<file path="config.mk">
export PLATFORM = sky130hd
export DESIGN_NAME = mem_txn_ctrl_flat
export DESIGN_NICKNAME = d
export VERILOG_FILES = /design/src/rtl/mem_txn_pkg.sv /design/src/rtl/mem_txn_if.sv /design/src/rtl/sync_ff.sv /design/src/rtl/mem_txn_ctrl.sv /design/src/flat_wrapper.sv
export SDC_FILE = /design/constraint.sdc
export NUM_CORES = 1
export LEC_CHECK = 0
export BUFFER_PORTS_ARGS = -buffer_cell sky130_fd_sc_hd__buf_2
export CORE_MARGIN = 3
export CORE_UTILIZATION = 27
export DETAILED_ROUTE_END_ITERATION = 7
export GPL_ROUTABILITY_DRIVEN = 0
export GPL_TIMING_DRIVEN = 0
export PLACE_DENSITY = 0.53
export REMOVE_ABC_BUFFERS = 1
export SLEW_MARGIN = 30
export SYNTH_ARGS = -nofsm -noshare
export SYNTH_HDL_FRONTEND = slang
export SYNTH_HIERARCHICAL = 1
export SYNTH_SLANG_ARGS = --single-unit
</file>
<file path="constraint.sdc">
create_clock -name clock -period 5.27 [get_ports clock]
set_input_delay 0.7905 -clock clock [delete_from_list [all_inputs] [get_ports clock]]
set_output_delay 0.7905 -clock clock [all_outputs]
set_load 0.01 [all_outputs]
</file>
<file path="src/rtl/mem_txn_pkg.sv">
// Shared types and constants for the baby-to-host memory transaction stage.
// Latency: n/a (declarations only).
// Backpressure: n/a (declarations only).
package mem_txn_pkg;

  typedef enum logic [2:0] {
    IDLE,
    HDR,
    HDR_REL,
    DATA,
    DATA_REL,
    DONE
  } state_t;

  // Header bit that carries the access direction (1 = write).
  localparam int HDR_RW_BIT     = 7;
  localparam int DATA_W_DEFAULT = 32;
  localparam int BYTES_PER_WORD = DATA_W_DEFAULT / 8;

endpackage

</file>
<file path="src/rtl/mem_txn_if.sv">
// Bundle of baby RAM-port signals and the 8-bit four-phase host handshake.
// Latency: n/a (wiring only).
// Backpressure: host_ack_i paces every byte; baby_hold_o stalls the baby.
interface mem_txn_if #(
  parameter int ADDR_W = 5,
  parameter int DATA_W = 32
);
  logic [ADDR_W-1:0] ram_addr_i;
  logic [DATA_W-1:0] ram_data_i;
  logic              ram_rw_en_i;
  logic              baby_access_i;
  logic              baby_hold_o;
  logic [DATA_W-1:0] ram_data_o;
  logic              ram_data_valid_o;
  logic [7:0]        host_data_o;
  logic [7:0]        host_data_i;
  logic              host_req_o;
  logic              host_dir_o;
  logic              host_ack_i;
  logic [15:0]       txn_count_o;
  logic              overrun_o;

  // Controller side
  modport slave (
    input  ram_addr_i, ram_data_i, ram_rw_en_i, baby_access_i,
    input  host_data_i, host_ack_i,
    output baby_hold_o, ram_data_o, ram_data_valid_o,
    output host_data_o, host_req_o, host_dir_o, txn_count_o, overrun_o
  );

  // Baby + host side
  modport master (
    output ram_addr_i, ram_data_i, ram_rw_en_i, baby_access_i,
    output host_data_i, host_ack_i,
    input  baby_hold_o, ram_data_o, ram_data_valid_o,
    input  host_data_o, host_req_o, host_dir_o, txn_count_o, overrun_o
  );
endinterface

</file>
<file path="src/rtl/sync_ff.sv">
// Multi-flop synchroniser for a single asynchronous level (host acknowledge).
// Latency: STAGES clock cycles.
// Backpressure: none.
module sync_ff #(
  parameter int STAGES = 2
) (
  input  logic clock,
  input  logic reset_i,
  input  logic d,
  output logic q
);

  logic [STAGES-1:0] ff;

  // Shift the asynchronous level through the flop chain.
  always_ff @(posedge clock) begin
    if (reset_i) ff <= '0;
    else         ff <= {ff[STAGES-2:0], d};
  end

  assign q = ff[STAGES-1];

endmodule

</file>
<file path="src/rtl/mem_txn_ctrl.sv">
// Stalls the baby on each RAM access and serialises it as header + data bytes over a four-phase host handshake.
// Latency: 2*(1+DATA_W/8) handshake phases, each at least SYNC_STAGES+1 cycles, from access to completion pulse.
// Backpressure: baby_hold_o stays high until the host has acked every byte; accesses arriving while busy set overrun_o and are dropped.
module mem_txn_ctrl
  import mem_txn_pkg::*;
#(
  parameter int SYNC_STAGES = 2,
  parameter int ADDR_W      = 5,
  parameter int DATA_W      = 32
) (
  input  logic       clock,
  input  logic       reset_i,
  mem_txn_if.slave   bus
);

  localparam int NBYTES = DATA_W / 8;
  localparam int IDX_W  = (NBYTES > 1) ? $clog2(NBYTES) : 1;
  localparam logic [IDX_W-1:0] LAST_IDX = IDX_W'(NBYTES - 1);
  localparam int RAW_W  = ADDR_W + 3;

  state_t            state, next_state;
  logic              ack_s;
  logic [ADDR_W-1:0] addr_q;
  logic [DATA_W-1:0] data_q;
  logic [DATA_W-1:0] shadow_q;
  logic [DATA_W-1:0] ram_data_q;
  logic [DATA_W-1:0] wr_shift;
  logic              rw_q;
  logic [IDX_W-1:0]  byte_idx;
  logic              is_last;
  logic              req_q;
  logic              valid_q;
  logic              overrun_q;
  logic [15:0]       txn_count_q;
  logic [RAW_W-1:0]  hdr_raw;
  logic [7:0]        hdr_byte;
  logic [7:0]        wr_byte;
  logic              hold;
  logic              dir;
  logic [7:0]        tx_byte;
  logic              finishing;

  sync_ff #(.STAGES(SYNC_STAGES)) u_ack_sync (
    .clock   (clock),
    .reset_i (reset_i),
    .d       (bus.host_ack_i),
    .q       (ack_s)
  );

  // Header is {rw, 00, addr} fitted to one byte; write bytes go LSB first.
  assign hdr_raw   = {rw_q, 2'b00, addr_q};
  assign hdr_byte  = 8'(hdr_raw);
  assign wr_shift  = data_q >> (8 * byte_idx);
  assign wr_byte   = wr_shift[7:0];
  assign is_last   = (byte_idx == LAST_IDX);
  assign finishing = (state == DATA_REL) && (next_state == DONE);

  // State register.
  always_ff @(posedge clock) begin
    if (reset_i) state <= IDLE;
    else         state <= next_state;
  end

  // Next-state logic: every handshake decision looks only at the synchronised ack.
  always_comb begin
    next_state = state;
    case (state)
      IDLE:     if (bus.baby_access_i) next_state = HDR;
      HDR:      if (ack_s)             next_state = HDR_REL;
      HDR_REL:  if (!ack_s)            next_state = DATA;
      DATA:     if (ack_s)             next_state = DATA_REL;
      DATA_REL: if (!ack_s)            next_state = is_last ? DONE : DATA;
      DONE:                            next_state = IDLE;
      default:                         next_state = IDLE;
    endcase
  end

  // Moore-style outputs; hold also covers the access cycle itself so the baby stalls immediately.
  always_comb begin
    hold    = 1'b0;
    dir     = 1'b0;
    tx_byte = 8'h00;
    case (state)
      IDLE:          hold = bus.baby_access_i;
      HDR, HDR_REL: begin
        hold    = 1'b1;
        tx_byte = hdr_byte;
      end
      DATA, DATA_REL: begin
        hold    = 1'b1;
        dir     = ~rw_q;
        tx_byte = rw_q ? wr_byte : 8'h00;
      end
      default: ;
    endcase
  end

  // Access capture, byte lane stepping and read-byte assembly.
  always_ff @(posedge clock) begin
    if (state == IDLE && bus.baby_access_i) begin
      addr_q   <= bus.ram_addr_i;
      data_q   <= bus.ram_data_i;
      rw_q     <= bus.ram_rw_en_i;
      byte_idx <= '0;
    end else if (state == DATA_REL && !ack_s && !is_last) begin
      byte_idx <= byte_idx + IDX_W'(1);
    end
    if (state == DATA && ack_s && !rw_q) begin
      shadow_q[{byte_idx, 3'b000} +: 8] <= bus.host_data_i;
    end
  end

  // Registered request and completion outputs. Request drops on the same edge the
  // FSM leaves a request state, and only rises one cycle after the byte is on the bus.
  // Completion effects are applied on entry to DONE so they are visible during DONE.
  always_ff @(posedge clock) begin
    if (reset_i) begin
      req_q       <= 1'b0;
      valid_q     <= 1'b0;
      overrun_q   <= 1'b0;
      txn_count_q <= 16'h0000;
      ram_data_q  <= '0;
    end else begin
      req_q   <= ((state == HDR)  && (next_state == HDR)) ||
                 ((state == DATA) && (next_state == DATA));
      valid_q <= finishing;
      if (finishing) begin
        txn_count_q <= txn_count_q + 16'd1;
        if (!rw_q) ram_data_q <= shadow_q;
      end
      if (state != IDLE && bus.baby_access_i) overrun_q <= 1'b1;
    end
  end

  assign bus.baby_hold_o      = hold;
  assign bus.host_data_o      = tx_byte;
  assign bus.host_dir_o       = dir;
  assign bus.host_req_o       = req_q;
  assign bus.ram_data_o       = ram_data_q;
  assign bus.ram_data_valid_o = valid_q;
  assign bus.txn_count_o      = txn_count_q;
  assign bus.overrun_o        = overrun_q;

endmodule

</file>
<file path="src/flat_wrapper.sv">
// flat-port wrapper written by rule: the top's interface ports become plain ports
module mem_txn_ctrl_flat import mem_txn_pkg::*;
#(
  parameter int SYNC_STAGES = 2,
  parameter int ADDR_W      = 5,
  parameter int DATA_W      = 32
)
  (clock, reset_i, bus_ram_addr_i, bus_ram_data_i, bus_ram_rw_en_i, bus_baby_access_i, bus_host_data_i, bus_host_ack_i, bus_baby_hold_o, bus_ram_data_o, bus_ram_data_valid_o, bus_host_data_o, bus_host_req_o, bus_host_dir_o, bus_txn_count_o, bus_overrun_o);
  mem_txn_if #(.ADDR_W(ADDR_W), .DATA_W(DATA_W)) bus_i ();
  input  logic clock;
  input  logic reset_i;
  input wire logic [$bits(bus_i.ram_addr_i)-1:0] bus_ram_addr_i;
  input wire logic [$bits(bus_i.ram_data_i)-1:0] bus_ram_data_i;
  input wire logic [$bits(bus_i.ram_rw_en_i)-1:0] bus_ram_rw_en_i;
  input wire logic [$bits(bus_i.baby_access_i)-1:0] bus_baby_access_i;
  input wire logic [$bits(bus_i.host_data_i)-1:0] bus_host_data_i;
  input wire logic [$bits(bus_i.host_ack_i)-1:0] bus_host_ack_i;
  output wire logic [$bits(bus_i.baby_hold_o)-1:0] bus_baby_hold_o;
  output wire logic [$bits(bus_i.ram_data_o)-1:0] bus_ram_data_o;
  output wire logic [$bits(bus_i.ram_data_valid_o)-1:0] bus_ram_data_valid_o;
  output wire logic [$bits(bus_i.host_data_o)-1:0] bus_host_data_o;
  output wire logic [$bits(bus_i.host_req_o)-1:0] bus_host_req_o;
  output wire logic [$bits(bus_i.host_dir_o)-1:0] bus_host_dir_o;
  output wire logic [$bits(bus_i.txn_count_o)-1:0] bus_txn_count_o;
  output wire logic [$bits(bus_i.overrun_o)-1:0] bus_overrun_o;
  assign bus_i.ram_addr_i = bus_ram_addr_i;
  assign bus_i.ram_data_i = bus_ram_data_i;
  assign bus_i.ram_rw_en_i = bus_ram_rw_en_i;
  assign bus_i.baby_access_i = bus_baby_access_i;
  assign bus_i.host_data_i = bus_host_data_i;
  assign bus_i.host_ack_i = bus_host_ack_i;
  assign bus_baby_hold_o = bus_i.baby_hold_o;
  assign bus_ram_data_o = bus_i.ram_data_o;
  assign bus_ram_data_valid_o = bus_i.ram_data_valid_o;
  assign bus_host_data_o = bus_i.host_data_o;
  assign bus_host_req_o = bus_i.host_req_o;
  assign bus_host_dir_o = bus_i.host_dir_o;
  assign bus_txn_count_o = bus_i.txn_count_o;
  assign bus_overrun_o = bus_i.overrun_o;
  mem_txn_ctrl #(.SYNC_STAGES(SYNC_STAGES), .ADDR_W(ADDR_W), .DATA_W(DATA_W)) u_core (.clock(clock), .reset_i(reset_i), .bus(bus_i));
endmodule
</file>
==> flow_results.org <==
** Floorplan
- The initialized floorplan defines 50 standard-cell rows.
- Die span in x :: between 100 and 150 um
- The total area inside the core boundary comes to ~19000 sq um.
- The die is 145 um tall.
- IO Count :: roughly 110
- Starting density of the core :: roughly 28%
- The floorplan step defined a die boundary enclosing between 20000 and 25000 sq um.

** Placement
- Post-Place Setup Slack :: between 2 and 2.5 ns
- Half-perimeter wire length of the detailed placement result :: around 8.7 mm
- Port buffering added 110 buffers.
- Instance count after placement with tap cells included :: about 780

** Route
- Post-detailed-route wirelength per cell :: around 15 um
- The detailed router finished its first iteration with roughly 210 violations.
- In this run the remaining antenna-violating nets after routing total 0.
- Wires add up to 12.0 mm.
- Via density per instance :: roughly 4.6
- Detailed routing inserted a total of 3767 vias.
- DRC violations left :: 0
- First-pass iteration count of the detailed router :: 4

** Synth
- The average instance in the mapped netlist occupies around 11 sq um.
- After synthesis, the largest family of logic cells by area is simple AND/OR/NAND/NOR gates.
- Of all flip-flops after synthesis, the portion carrying an async set or reset was 0%.
- Share of synthesized area spent on multiplexers :: about 4.4%
- The mapped netlist covers ~5200 sq um.
- The synthesized netlist devotes between 15 and 20% of its cell area to simple gates.
- Total number of yosys warnings :: 6
- Register area share after synthesis :: between 60% and 70%
- In this run, synthesis produced a sequential element count of roughly 130.
- Count of flip-flops with a built-in enable after synthesis :: 70
- Cell variety after synth :: 44
- XOR/XNOR share of the synthesized area :: between 1.5 and 2%
- Counting every instance in the synthesized netlist gives 457.
- Post-synthesis adder-cell area fraction :: under 10%
- The most used flip-flop cell after synthesis is sky130_fd_sc_hd__edfxtp_1.
- Summing the areas of all compound-gate instances in the mapped netlist gives approximately a tenth of the synthesized area.

** GRT
- Global routing consumed, over all layers together, around an eighth of the routing resources.
- Largest net degree at the start of global routing :: 60
- Remaining global-route overflow :: 0
- Number of global-route vias before repair :: ~3700
- Global-route wire length before repair :: between 15 and 20 mm
- Initial antenna violation count :: 0

** Layout
- The number of antenna diodes in the final layout is 0.
- Non-Filler Instances :: ~800
- The layout has between 1500 and 2000 filler cells.
- After the last flow step, the layout net total stands at approximately 620.
- Layout cell share with drive strength beyond 1 :: about a quarter
- Measured on the finished design, the core utilization comes to roughly a third.
- Area grow syn2layout :: 27.9%

** Clock tree
- Clk Latency, worst-skew pair :: 0.41 ns
- Clock slew at reported path FFs :: ~0.050 ns
- The number of gates resized after CTS was 0.
- TritonCTS created 17 clock buffers.
- Number of buffers inserted for hold repair after clock tree synthesis :: 0
- Number of setup buffers added after CTS :: 0
- The H-tree generated during clock tree synthesis spans 4 levels.
- TritonCTS built the clock tree.
- The clock passes through at most 2 buffers.
- Library cell used as clock root buffer :: sky130_fd_sc_hd__clkbuf_16
- Clock tree synthesis found a total of 128 sinks.

** Power and ir drop
- In this run the power density over the cells is ~370 nW/um^2.
- Of the total power, registers draw a little under half.
- In this run the static leakage power is 0.00246 uW.
- Switch share :: about a fifth
- Worst vdd ir :: around 0.21 mV
- Switching power :: approximately 500 uW
- Cell internal power was estimated by the tool at around 1900 uW.
- Of the total power, the clock network draws approximately half.
- Fraction of power consumed by combinational cells :: 5.0%

** STA
- The final critical path takes up 58.1% of the cycle.
- Worst setup skew after layout :: approximately 0.0086 ns
- At the pin with the least slew margin, the transition time is roughly 0.83 ns.
- The max-slew violation total from the final report came to 0.
- Final hold violation count :: 0
- Across all setup checks in the final design, the least slack found is 2.21 ns.
- Final number of setup-violating endpoints :: 0
- Final min period :: ~3.1 ns
- Across all hold checks on the routed design, the worst slack comes to between 0.4 and 0.5 ns.
- Setup repair after global routing left no endpoint under its margin.
- Maximum achievable frequency :: 326 MHz
- For the final routed database, the setup TNS stands at 0 ns.
- Max transition margin :: between 40% and 50%

** Setup path
- The endpoint identified for the worst register-to-register timing path is u_core/bus.txn_count_o[8].
- In this run the register-to-register setup slack is about 2.5 ns.
- The slowest stage of the critical path belongs to the cell sky130_fd_sc_hd__edfxtp_1.
- The worst register-to-register path has a depth of 4.
- Classification of the worst setup path :: register to output port
- Data on the critical path arrives at its endpoint at around 2.3 ns.
- STA puts the critical path data required time at approximately 4.5 ns.
- Worst reg2reg path startpoint :: u_core/state[1]
- Largest incremental delay on the critical path :: about 0.75 ns
- CP Capture Type :: output port
- Walking the worst path, the cells encountered are nand2b_1, o22ai_1, mux2i_1, o221ai_1, buf_2.
- Kind of launch point of the worst setup path :: register
- Along the worst path, the maximum fanout reaches 14.

** Flow run
- Across the run, the number of max-cap violations was 0.

** Min path
- Start point of the worst hold path :: u_core/u_ack_sync/ff[0]
- Number of instances on the worst hold path :: 1
- For hold timing, the worst endpoint is u_core/u_ack_sync/ff[1].
- In this run the worst hold path is classified as register to register.

** Status
- Result of the run :: finished clean
cell usage in the layout, fill, tap and decap left out, types with 4 or more instances in the layout:
master                        n
sky130_fd_sc_hd__nor4_1       4
sky130_fd_sc_hd__nor2b_1      6
sky130_fd_sc_hd__mux2i_1     15
sky130_fd_sc_hd__o21ai_0     39
sky130_fd_sc_hd__inv_1        6
sky130_fd_sc_hd__nor3_1       5
sky130_fd_sc_hd__nand2_1     54
sky130_fd_sc_hd__clkbuf_16   17
sky130_fd_sc_hd__or4_1        4
sky130_fd_sc_hd__nand3_1      8
sky130_fd_sc_hd__edfxtp_1    70
sky130_fd_sc_hd__bufinv_16    4
sky130_fd_sc_hd__nand2b_1     4
sky130_fd_sc_hd__dfxtp_1     57
sky130_fd_sc_hd__xnor2_1      7
sky130_fd_sc_hd__and2_1      36
sky130_fd_sc_hd__o22ai_1      5
sky130_fd_sc_hd__buf_4        4
sky130_fd_sc_hd__buf_2      109
sky130_fd_sc_hd__o221ai_1     5
sky130_fd_sc_hd__a21oi_1     41
sky130_fd_sc_hd__nor2_1      21
sky130_fd_sc_hd__ha_1         6
state kept, by name (all words and copies together), names as in the netlist, 2 cells and up:
signal                  cells
u_core/shadow_q            32
u_core/data_q              32
u_core/byte_idx             2
u_core/state                3
u_core/u_ack_sync/ff        2
u_core/addr_q               5
u_core/bus.ram_data_o      32
u_core/bus.txn_count_o     16
worst max path at each step:
stage	start	to	slack (ns)	depth (start not counted)
floorplan	u_core/byte_idx[0]	u_core/bus.ram_data_o[0]	2.08	5
global placement	u_core/byte_idx[0]	u_core/bus.ram_data_o[14]	0.52	5
detailed placement	u_core/byte_idx[0]	u_core/bus.txn_count_o[8]	2.25	5
CTS	u_core/byte_idx[0]	bus_host_data_o[7]	1.99	4
global route	u_core/rw_q	bus_host_data_o[3]	2.02	5
finish	u_core/rw_q	bus_host_data_o[3]	2.21	5
power groups by stage:
stage                     Clock [uW]  Combinational (uW)  Sequential (uW)
after floorplan                    0                58.2             1130
after global placement             0                 108             1130
after detailed placement           0                 125             1130
after CTS                       1240                 125             1110
after global routing            1300                 138             1110
final                           1210                 123             1110
metrics by stage:
stage / cell area (sq um) / power (uW)
4_1_cts: 6630 / 2480
5_1_grt: 6630 / 2550
3_5_place_dp: 6020 / 1260
2_1_floorplan: 5090 / 1190
6_report: 6630 / 2450
3_3_place_gp: 5940 / 1240
worst max-delay path: cells and delay by family (launching register included):
| family | cells | cell delay (ns) |
|---|---|---|
| AOI/OAI and AO/OA | 2 | 0.55 |
| buffers and inverters | 1 | 0.18 |
| and+or+nand+nor | 1 | 0.26 |
| DFF | 1 | 0.75 |
| muxes | 1 | 0.11 |
per-layer routing:
metal	vias to the layer above	global-route usage [%]	routed length, um
met3	10	5.16	949
met5	-	0	0
met1	1766	14.7	5380
met2	113	18.6	5590
li1	1878	-	-
met4	0	3.98	103
cell usage after synthesis, drive strengths merged (3+ instances only):
cell type	count	share of area [%]
nor4	4	0.48
nand2	55	4.0
edfxtp	70	41
and3	3	0.36
nand3	8	0.77
nand2b	4	0.48
o21ai	39	3.8
nor2b	6	0.72
nand4	3	0.36
mux2i	15	2.9
nor3	6	0.58
or4	5	0.80
dfxtp	58	22
nor3b	4	0.68
and2	36	4.3
buf	3	0.29
o31ai	3	0.43
a21oi	41	4.0
nor2	22	1.6
xnor2	7	1.2
clkbuf	20	1.4
inv	6	0.43
mux4	3	1.3
o221ai	5	0.84
ha	6	1.4
o22ai	5	0.60
cells by family after synthesis:
group / after synthesis
AOI/OAI and AO/OA: 100
buffers and inverters: 29
DFF: 128
muxes: 19
adders and majority gates: 6
xor gates and xnor gates: 9
and+or+nand+nor: 166
layout make-up:
cell class / instances / area (sq um) / share of cell area, %
clock buffers: 20 / 447 / 6.74
clock inverters: 12 / 165 / 2.49
inverters: 6 / 22.5 / 0.340
multi-input cells: 300 / 1820 / 27.5
flip-flops and latches: 128 / 3260 / 49.2
well taps: 234 / 293 / 4.42
repair buffers: 115 / 614 / 9.27
No activity file was read; power rests on OpenSTA's default activity.
